## config.mk

```make
export PLATFORM = sky130hd
export DESIGN_NAME = param_subword_alu_seq
export DESIGN_NICKNAME = d
export VERILOG_FILES = /design/src/rtl/param_nibbler_pkg.sv /design/src/rtl/param_SubwordALUSlice.sv /design/src/rtl/param_subword_alu_seq.sv
export SDC_FILE = /design/constraint.sdc
export NUM_CORES = 1
export LEC_CHECK = 0
export BUFFER_PORTS_ARGS = -buffer_cell sky130_fd_sc_hd__buf_2
export CORE_MARGIN = 4
export CORE_UTILIZATION = 55
export DETAILED_ROUTE_END_ITERATION = 8
export GPL_TIMING_DRIVEN = 0
export HOLD_SLACK_MARGIN = 0.12
export PLACE_DENSITY = 0.79
export SLEW_MARGIN = 0
export SYNTH_ARGS = -nofsm -noshare
export SYNTH_HDL_FRONTEND = slang
export SYNTH_SLANG_ARGS = --single-unit
```

## constraint.sdc

```tcl
create_clock -name clk -period 3.47 [get_ports clk]
set_input_delay 0 -clock clk [delete_from_list [all_inputs] [get_ports clk]]
set_output_delay 0 -clock clk [all_outputs]
set_load 0.005 [all_outputs]
```

## src/rtl/param_nibbler_pkg.sv

```systemverilog
// Shared definitions for the slice-serial ALU: opcodes, FSM states and the
// default slice width.
package param_nibbler_pkg;

  // Default slice width in bits; one slice is processed per clock.
  localparam int NIBBLER_NBITS_DEFAULT = 4;

  // Operand and result width.
  localparam int NIBBLER_WORD_W = 32;

  typedef enum logic [2:0] {
    OP_ADD  = 3'd0,
    OP_SUB  = 3'd1,
    OP_AND  = 3'd2,
    OP_OR   = 3'd3,
    OP_XOR  = 3'd4,
    OP_SLT  = 3'd5,
    OP_SLTU = 3'd6,
    OP_RSVD = 3'd7
  } alu_op_e;

  typedef enum logic [1:0] {
    ST_IDLE = 2'd0,
    ST_EXEC = 2'd1,
    ST_DONE = 2'd2
  } alu_state_e;

  // Ops that run as a - b (inverted b, carry-in 1) and report compare flags.
  function automatic logic op_uses_sub(input alu_op_e op);
    return (op == OP_SUB) || (op == OP_SLT) || (op == OP_SLTU);
  endfunction

endpackage

```

## src/rtl/param_SubwordALUSlice.sv

```systemverilog
// Combinational P_NBITS-wide ALU slice: add/subtract with carry in/out plus
// bitwise logic ops. o_zero flags an all-zero slice result.
module param_SubwordALUSlice
  import param_nibbler_pkg::*;
#(
  parameter int P_NBITS = NIBBLER_NBITS_DEFAULT
) (
  input  logic [P_NBITS-1:0] i_a,
  input  logic [P_NBITS-1:0] i_b,
  input  alu_op_e            i_op,
  input  logic               i_cin,
  output logic [P_NBITS-1:0] o_res,
  output logic               o_cout,
  output logic               o_zero
);

  logic [P_NBITS-1:0] w_b_eff;
  logic [P_NBITS:0]   w_sum;

  // Slice result: subtract-type ops add the inverted b operand.
  always_comb begin
    w_b_eff = op_uses_sub(i_op) ? ~i_b : i_b;
    w_sum   = {1'b0, i_a} + {1'b0, w_b_eff} + {{P_NBITS{1'b0}}, i_cin};
    o_res   = '0;
    o_cout  = 1'b0;
    case (i_op)
      OP_ADD, OP_SUB, OP_SLT, OP_SLTU: begin
        o_res  = w_sum[P_NBITS-1:0];
        o_cout = w_sum[P_NBITS];
      end
      OP_AND:  o_res = i_a & i_b;
      OP_OR:   o_res = i_a | i_b;
      OP_XOR:  o_res = i_a ^ i_b;
      default: o_res = '0;
    endcase
    o_zero = ~|o_res;
  end

endmodule

```

## src/rtl/param_subword_alu_seq.sv

```systemverilog
// Slice-serial 32-bit ALU. An accepted request is processed one P_NBITS slice
// per cycle (LSB first) through a single shared slice; results and compare
// flags are finalised in the first DONE cycle and held until consumed.
module param_subword_alu_seq
  import param_nibbler_pkg::*;
#(
  parameter int P_NBITS   = NIBBLER_NBITS_DEFAULT,
  parameter int C_N_OFF   = 32 / P_NBITS,
  parameter int C_OFFBITS = (C_N_OFF > 1) ? $clog2(C_N_OFF) : 1
) (
  input  logic                 clk,
  input  logic                 reset,
  input  logic                 req_val,
  output logic                 req_rdy,
  input  logic [2:0]           req_op,
  input  logic [31:0]          req_a,
  input  logic [31:0]          req_b,
  output logic                 resp_val,
  input  logic                 resp_rdy,
  output logic [31:0]          resp_data,
  output logic                 resp_eq,
  output logic                 resp_lt,
  output logic                 resp_ltu,
  output logic [C_OFFBITS-1:0] uop_off
);

  localparam logic [C_OFFBITS-1:0] C_LAST_OFF = C_OFFBITS'(C_N_OFF - 1);

  alu_state_e           r_state;
  alu_state_e           w_state_next;
  alu_op_e              r_op;
  logic [31:0]          r_a;
  logic [31:0]          r_b;
  logic [31:0]          r_res;
  logic                 r_a_msb;
  logic                 r_b_msb;
  logic                 r_carry;
  logic                 r_zero;
  logic [C_OFFBITS-1:0] r_off;
  logic                 r_resp_val;
  logic [31:0]          r_resp_data;
  logic                 r_eq;
  logic                 r_lt;
  logic                 r_ltu;

  logic [P_NBITS-1:0]   w_slice_res;
  logic                 w_slice_cout;
  logic                 w_slice_zero;
  logic [31:0]          w_a_shift;
  logic [31:0]          w_b_shift;
  logic [31:0]          w_res_shift;
  logic                 w_accept;
  logic                 w_last;
  logic                 w_consume;
  logic                 w_ovf;
  logic                 w_lt;
  logic                 w_ltu;
  logic                 w_eq;

  param_SubwordALUSlice #(
    .P_NBITS (P_NBITS)
  ) u_slice (
    .i_a    (r_a[P_NBITS-1:0]),
    .i_b    (r_b[P_NBITS-1:0]),
    .i_op   (r_op),
    .i_cin  (r_carry),
    .o_res  (w_slice_res),
    .o_cout (w_slice_cout),
    .o_zero (w_slice_zero)
  );

  // Operands shift down one slice per cycle; results enter at the top so the
  // first (LSB) slice lands at bit 0 after the last shift.
  if (C_N_OFF == 1) begin : g_single
    assign w_a_shift   = '0;
    assign w_b_shift   = '0;
    assign w_res_shift = w_slice_res;
  end else begin : g_multi
    assign w_a_shift   = {{P_NBITS{1'b0}}, r_a[31:P_NBITS]};
    assign w_b_shift   = {{P_NBITS{1'b0}}, r_b[31:P_NBITS]};
    assign w_res_shift = {w_slice_res, r_res[31:P_NBITS]};
  end

  assign w_accept  = (r_state == ST_IDLE) && req_val;
  assign w_last    = (r_off == C_LAST_OFF);
  assign w_consume = r_resp_val && resp_rdy;

  // Signed overflow of a - b: operand signs differ and result sign differs
  // from a. The original sign bits are kept since the shift registers lose them.
  assign w_ovf = (r_a_msb ^ r_b_msb) & (r_res[31] ^ r_a_msb);
  assign w_lt  = r_res[31] ^ w_ovf;
  assign w_ltu = ~r_carry;
  assign w_eq  = r_zero;

  // FSM state register.
  always_ff @(posedge clk) begin
    if (reset) r_state <= ST_IDLE;
    else       r_state <= w_state_next;
  end

  // FSM next-state logic.
  always_comb begin
    w_state_next = r_state;
    case (r_state)
      ST_IDLE: if (w_accept)  w_state_next = ST_EXEC;
      ST_EXEC: if (w_last)    w_state_next = ST_DONE;
      ST_DONE: if (w_consume) w_state_next = ST_IDLE;
      default: w_state_next = ST_IDLE;
    endcase
  end

  // FSM outputs; resp_val waits for the finalise cycle at the start of DONE.
  always_comb begin
    req_rdy  = (r_state == ST_IDLE);
    resp_val = (r_state == ST_DONE) && r_resp_val;
    uop_off  = (r_state == ST_EXEC) ? r_off : '0;
  end

  // Datapath: capture on accept, one slice per EXEC cycle, finalise in DONE.
  always_ff @(posedge clk) begin
    if (reset) begin
      r_op        <= OP_ADD;
      r_a         <= '0;
      r_b         <= '0;
      r_res       <= '0;
      r_a_msb     <= 1'b0;
      r_b_msb     <= 1'b0;
      r_carry     <= 1'b0;
      r_zero      <= 1'b0;
      r_off       <= '0;
      r_resp_val  <= 1'b0;
      r_resp_data <= '0;
      r_eq        <= 1'b0;
      r_lt        <= 1'b0;
      r_ltu       <= 1'b0;
    end else begin
      case (r_state)
        ST_IDLE: begin
          if (w_accept) begin
            r_op    <= alu_op_e'(req_op);
            r_a     <= req_a;
            r_b     <= req_b;
            r_a_msb <= req_a[31];
            r_b_msb <= req_b[31];
            r_res   <= '0;
            r_carry <= op_uses_sub(alu_op_e'(req_op));
            r_zero  <= 1'b1;
            r_off   <= '0;
          end
        end
        ST_EXEC: begin
          r_a     <= w_a_shift;
          r_b     <= w_b_shift;
          r_res   <= w_res_shift;
          r_carry <= w_slice_cout;
          r_zero  <= r_zero & w_slice_zero;
          r_off   <= w_last ? '0 : r_off + 1'b1;
        end
        ST_DONE: begin
          if (!r_resp_val) begin
            r_resp_val <= 1'b1;
            case (r_op)
              OP_SUB: begin
                r_resp_data <= r_res;
                r_eq        <= w_eq;
                r_lt        <= w_lt;
                r_ltu       <= w_ltu;
              end
              OP_SLT: begin
                r_resp_data <= {31'b0, w_lt};
                r_eq        <= w_eq;
                r_lt        <= w_lt;
                r_ltu       <= w_ltu;
              end
              OP_SLTU: begin
                r_resp_data <= {31'b0, w_ltu};
                r_eq        <= w_eq;
                r_lt        <= w_lt;
                r_ltu       <= w_ltu;
              end
              OP_RSVD: begin
                r_resp_data <= '0;
                r_eq        <= 1'b0;
                r_lt        <= 1'b0;
                r_ltu       <= 1'b0;
              end
              default: begin
                r_resp_data <= r_res;
                r_eq        <= 1'b0;
                r_lt        <= 1'b0;
                r_ltu       <= 1'b0;
              end
            endcase
          end else if (resp_rdy) begin
            r_resp_val <= 1'b0;
          end
        end
        default: ;
      endcase
    end
  end

  assign resp_data = r_resp_data;
  assign resp_eq   = r_eq;
  assign resp_lt   = r_lt;
  assign resp_ltu  = r_ltu;

endmodule

```

After elaboration in Yosys (flattened, before gate mapping)
Index checks and enable logic that the tools add are counted.
{"block": "totals", "output_inout_bits": 40, "word_cells": 90, "reg_bits": 144, "in_bits": 71}
{"block": "classes", "bitwise_logic": 11, "n_mux": 27, "n_eq_ne": 16, "n_addsub": 3, "n_reduce_logical": 18}
{"op": "$pmux 32 s2", "count": 3}
{"op": "$mux 32", "count": 3}
{"op": "$pmux 32 s3", "count": 1}
{"op": "$eq 3x3->1 const B", "count": 7}
{"op": "$pmux 4 s4", "count": 1}
{"op": "$mux 3", "count": 3}
{"op": "$mux 1", "count": 8}
{"op": "$reduce_or 4->1", "count": 2}
{"op": "$eq 3x1->1 const B", "count": 2}
{"op": "$eq 3x2->1 const B", "count": 2}
{"op": "$mux 2", "count": 3}
{"op": "$pmux 2 s3", "count": 1}
{"op": "$pmux 3 s2", "count": 1}
{"op": "$reduce_and 2->1", "count": 3}
{"op": "$add 4x4->5", "count": 1}
{"op": "$add 5x1->5", "count": 1}
{"op": "$and 4x4->4", "count": 1}
{"op": "$logic_or 1x1->1", "count": 4}
{"op": "$mux 4", "count": 1}
{"op": "$ne 2x2->1 const B", "count": 2}
{"op": "$not 4->4", "count": 1}
{"op": "$or 4x4->4", "count": 1}
{"op": "$pmux 1 s2", "count": 2}
{"op": "$xor 4x4->4", "count": 1}
{"op": "other kinds (14)", "count": 20}

Depth between registers and ports, before layout
{"block": "logic_depth", "depth_word": 11, "depth_mapped": 12, "depth_no_buf": 11}

Cells and area by module
A second synthesis with hierarchy kept.
{"block": "hier_totals", "hier_cells": 745, "hier_area_um2": 6064.6}
{"module": "param_subword_alu_seq", "instances": 1, "area_each_um2": 5560.3, "cells_each": 682, "seq_area_each_um2": 2882.8}
{"module": "param_SubwordALUSlice", "instances": 1, "area_each_um2": 504.2, "cells_each": 63, "seq_area_each_um2": 0.0}

Least setup slack after synthesis
OpenSTA, ideal clock, no wires.
{"block": "synth_timing", "path_type": "reg2reg", "start": "register r_op[1]", "end": "register r_zero", "period_less_slack_ns": 2.889, "path_slack_ns": 0.581, "n_path_buf": 1, "path_stages_with_launch": 11, "t_arrival_ns": 2.772, "setup_ns": 0.117, "cell_sequence": "dfxtp_1 > clkbuf_1 > nor2b_1 > o21bai_1 > xnor2_1 > fa_1 > inv_1 > fa_1 > o21ai_0 > a2111o_1 > a32o_1"}
{"block": "synth_between", "elab_chain_len": 11, "elab_cells_between_ends": 18, "cone_classes": "add/sub: 2; eq/ne: 6; mux: 3; bitwise: 1; reduce/logical: 6"}
{"element": "start, declared", "line_no": "param_subword_alu_seq.sv:31", "text": "alu_op_e r_op;"}
{"element": "start signal, assigned", "line_no": "param_subword_alu_seq.sv:140", "text": "r_op <= alu_op_e'(req_op);"}
{"element": "$eq 3x1->1 or $eq 3x3->1 (tied branches)", "line_no": "param_nibbler_pkg.sv:30, param_SubwordALUSlice.sv:26"}
{"element": "$logic_or 1x1->1 (2 in a row)", "line_no": "param_nibbler_pkg.sv:30", "text": "return (op == OP_SUB) || (op == OP_SLT) || (op == OP_SLTU);"}
{"element": "$mux 4", "line_no": "param_SubwordALUSlice.sv:22", "text": "w_b_eff = op_uses_sub(i_op) ? ~i_b : i_b;"}
{"element": "$add 4x4->5", "line_no": "param_SubwordALUSlice.sv:23", "text": "w_sum = {1'b0, i_a} + {1'b0, w_b_eff} + {{P_NBITS{1'b0}}, i_cin};"}
{"element": "$add 5x1->5", "line_no": "param_SubwordALUSlice.sv:23"}
{"element": "$pmux 4 s4 *", "line_no": "param_SubwordALUSlice.sv:26", "text": "case (i_op)"}
{"element": "$reduce_or 4->1 *", "line_no": "param_SubwordALUSlice.sv:36", "text": "o_zero = ~|o_res;"}
{"element": "$logic_not 1->1 *", "line_no": "param_SubwordALUSlice.sv:36"}
{"element": "$and 1x1->1 *", "line_no": "param_subword_alu_seq.sv:156", "text": "r_zero <= r_zero & w_slice_zero;"}
{"element": "$pmux 1 s2 *", "line_no": "param_subword_alu_seq.sv:137", "text": "case (r_state)"}
{"element": "end signal, assigned", "line_no": "param_subword_alu_seq.sv:156"}
{"element": "end, declared", "line_no": "param_subword_alu_seq.sv:38", "text": "logic r_zero;"}
Every way passes the cells marked *; elsewhere a longest branch is shown, timed or not.
A chain may end at the register's enable or synchronous reset.

Final worst setup path
{"block": "layout_timing", "start": "register r_op[0]", "end": "register r_zero"}
Same word-level chain as after synthesis.

==> metrics.md <==
| Metric | Value |
|---|---|
| Status | `completed` |
| Antenna violations before repair | `0` |
| Maximum capacitance violations | `0` |
| TritonCTS buffer count | `17` |
| Endpoint type of the worst setup path | `flip-flop` |
| Via count normalized by instance count | `5.70` |
| Final-layout setup total negative slack | `0 ns` |
| Fin Clk Skew | `0.0123 ns` |
| Count of antenna-violating nets left after detailed routing | `0` |
| Most frequent cell on the critical path | `sky130_fd_sc_hd__fa_1` |
| Data required time at the worst endpoint | `3.89 ns` |
| Type of the worst min-delay path | `primary input to flip-flop` |
| Sequential share of the synthesized area | `47.5%` |
| Netlist Area Pre-Place | `0.00607 mm²` |
| Clock network fraction of total power | `44.7%` |
| Top-Level Pins | `111` |
| Max-slew violation total from the final report | `0` |
| Drt wl/cell | `16.5 µm` |
| Most frequent cells in the layout | `169 x sky130_fd_sc_hd__nand2_1, 144 x sky130_fd_sc_hd__dfxtp_1, 124 x sky130_fd_sc_hd__buf_2` |
| FMAX | `302 MHz` |
| RSZ-0062 raised after global routing | `no` |
| Clock tree buffer depth | `2` |
| Beginning of the worst register-to-register path | `r_op[0]$_SDFFE_PP0P_` |
| Layout Area Growth over Synthesis | `33.6%` |
| Total routed wirelength | `18.2 mm` |
| Worst reg2reg path endpoint | `r_zero$_SDFFE_PP0P_` |
| Floorplan Core Area | `0.0108 mm²` |
| Number of nets produced by synthesis | `840` |
| Clk slew on worst S/H paths | `0.07 ns` |
| Clock Sink Count | `144` |
| Most common cell after layout, fill and taps aside | `sky130_fd_sc_hd__nand2_1` |
| Initial Util | `56.0%` |
| Static leakage | `3.30 nW` |
| Fraction of power consumed by combinational cells | `12.7%` |
| Worst-case setup margin in the final layout | `0.162 ns` |
| IR drop worst, VDD | `0.000324 V` |
| Prevailing post-synth register cell | `sky130_fd_sc_hd__dfxtp_1` |
| Post-CTS Setup Bufs | `0` |
| Half-perimeter wire length after placement | `11.7 mm` |
| Hold EP | `r_a[30]$_SDFFE_PP0P_` |
| Maximum number of pins on one net before global-route repair | `17` |
| Final Hold Fails | `0` |
| Hold Path Depth | `4` |
| Final weighted congestion of routability-driven global placement | `0.882` |
| Wire length of the first global-routing pass | `30.0 mm` |
| Syn_area_per_cell | `8.06 µm²` |
| Critical path class | `flip-flop to flip-flop` |
| Post-detailed-route DRC marker count | `0` |
| Final net count | `1038` |
| Post-synthesis async set-or-reset flop share | `0%` |
| Fraction of layout instances using a drive strength above 1 | `16.8%` |
| Clock tree from TritonCTS | `done` |
| Initial drt markers | `610` |
| Longest individual stage delay on the worst path | `0.50 ns` |
| CTS Root Buffer Type | `sky130_fd_sc_hd__clkbuf_8` |
| Clock Latency Late Sink | `0.53 ns` |
| Slew @ Worst Pin | `0.850 ns` |
| Final design utilization | `74.9%` |
| Count of different cell masters after synthesis | `40` |
| Synth Warn # | `0` |
| Switching share of power | `26.4%` |
| Shortest period the worst path allows | `3.31 ns` |
| Final Setup Violations | `0` |
| CP delay by family, top | `compound AO/OA/AOI/OAI gates` |
| Bufs and invs on worst path | `2` |
| Post-route clock period utilization | `95.3%` |
| Register bit count reported by yosys | `144` |
| Total number of H-tree levels | `4` |
| Post-Synthesis Cells | `754` |
| Internal Power | `3.11 mW` |
| R2R Setup Slk | `0.16 ns` |
| Global-route congestion overflow total | `0` |
| Pre-CTS setup slack | `0.0586 ns` |
| Series of cell instances along the critical path | `buf_2, nor2b_1, o21bai_1, xnor2_1, fa_1, inv_1, fa_1, o21ai_0, a2111o_1, a32o_1` |
| CP max-delay cell | `sky130_fd_sc_hd__fa_1` |
| Worst Path Arrival | `3.73 ns` |
| Via count of the first global-routing pass | `6238` |
| Switching component of the power | `1.11 mW` |
| Total Die Area | `0.0128 mm²` |
| Die X-Extent | `113 µm` |
| Critical-path maximum fanout | `10` |
| Instance count after placement with tap cells included | `1003` |
| Cell row count | `38` |
| Relative contribution of sequential cells to total power | `42.6%` |
| CP Launch Type | `flip-flop` |
| Number of buffers inserted by port buffering | `109` |
| Aggregate global-route resource usage | `28.9%` |
| Pwr Density | `520 mW/mm²` |
| Cell depth of the worst flop-to-flop path | `10` |
| Vias | `6307` |
| Number of optimization iterations in the first detailed-route pass | `5` |
| Number of enable-type register cells in the synthesized netlist | `0` |
| Start point of the worst hold path | `req_a[30]` |
| Height of the die | `113 µm` |
| Total chip power | `4.22 mW` |
| Post-layout instance count excluding filler cells | `1106` |
| Worst rel slew slack | `43.2%` |
[tightest hold or removal path, delay by kind of cell]
family,cells,cell delay (ns)
buffers and inverters,2,0.65
AO/OA/AOI/OAI,1,0.06
AND/OR/NAND/NOR,1,0.05
[cell usage after synthesis (all sizes together) (3+ instances only)]
| cell type | instances | area share [%] |
|---|---|---|
| a22oi | 33 | 4.1 |
| ha | 13 | 2.7 |
| nor2b | 6 | 0.62 |
| clkbuf | 45 | 2.8 |
| a211oi | 3 | 0.37 |
| nor2 | 107 | 6.7 |
| nand2b | 6 | 0.62 |
| nand3 | 39 | 3.2 |
| a311oi | 56 | 8.1 |
| inv | 13 | 0.80 |
| buf | 21 | 1.7 |
| xnor2 | 6 | 0.87 |
| a21oi | 58 | 4.8 |
| o21ai | 8 | 0.66 |
| dfxtp | 144 | 47 |
| nand2 | 169 | 10 |
| and2 | 5 | 0.51 |
[state kept, by name (all words and copies together), names as in the netlist]
register	cells
r_a	32
r_a_msb	1
r_b	32
r_b_msb	1
r_carry	1
r_off	3
r_op	3
r_res	32
r_resp_val	1
r_state	2
r_zero	1
resp_data	32
resp_eq	1
resp_lt	1
resp_ltu	1
[cell type report]
class | instances | area [µm²]
flip-flops and latches | 144 | 2880
multi-input cells | 531 | 2870
well taps | 140 | 175
inverters | 13 | 48.8
fillers | 772 | 2720
clock inverters | 13 | 175
diodes | 1 | 2.50
clock buffers | 19 | 442
plain buffers | 66 | 275
repair buffers | 179 | 1250
[through the flow]
step / area, µm² / hold slack [ns]
after floorplan: 6070 / 0.136
after detailed placement: 6800 / 0.251
after global routing: 8110 / 0.295
final: 8120 / 0.273
after global placement: 6800 / 0.250
after CTS: 8110 / 0.240
[power groups by stage]
stage | Clock, mW | Combinational [mW] | Sequential, mW
2_1_floorplan | 0 | 0.320 | 1.81
3_3_place_gp | 0 | 0.439 | 1.83
3_5_place_dp | 0 | 0.456 | 1.83
4_1_cts | 1.91 | 0.521 | 1.80
5_1_grt | 1.98 | 0.594 | 1.80
6_report | 1.89 | 0.536 | 1.80
[logic make-up after synthesis]
group / count (synthesis) / share of synthesized area [%]
AND/OR/NAND/NOR: 340 / 23.0
AO/OA/AOI/OAI: 169 / 19.9
flip-flops: 144 / 47.5
buffers and inverters: 79 / 5.31
adder cells (fa/ha/maj): 15 / 3.34
XOR/XNOR: 6 / 0.865
multiplexers: 1 / 0.165
[layer usage]
layer / track usage (%) / share of wire (%)
met1: 36.7 / 41
met2: 49.1 / 50
met3: 5.99 / 6.9
met4: 9.78 / 2.0
met5: 0 / 0
[what timing repair did]
action	in CTS	in global routing
endpoints found under the setup margin	0	1
hold buffers	70	0
hold endpoints to repair	74	0
gates resized for setup	0	2
[worst max-delay path by stage]
stage | depth (start not counted) | start | endpoint
global route | 10 | r_op[0]$_SDFFE_PP0P_ | r_zero$_SDFFE_PP0P_
finish | 10 | r_op[0]$_SDFFE_PP0P_ | r_zero$_SDFFE_PP0P_
CTS | 10 | r_op[1]$_SDFFE_PP0P_ | r_zero$_SDFFE_PP0P_
floorplan | 10 | r_op[1]$_SDFFE_PP0P_ | r_zero$_SDFFE_PP0P_
global placement | 10 | r_op[1]$_SDFFE_PP0P_ | r_zero$_SDFFE_PP0P_
detailed placement | 10 | r_op[1]$_SDFFE_PP0P_ | r_zero$_SDFFE_PP0P_
(Power assumes the default switching activity.)
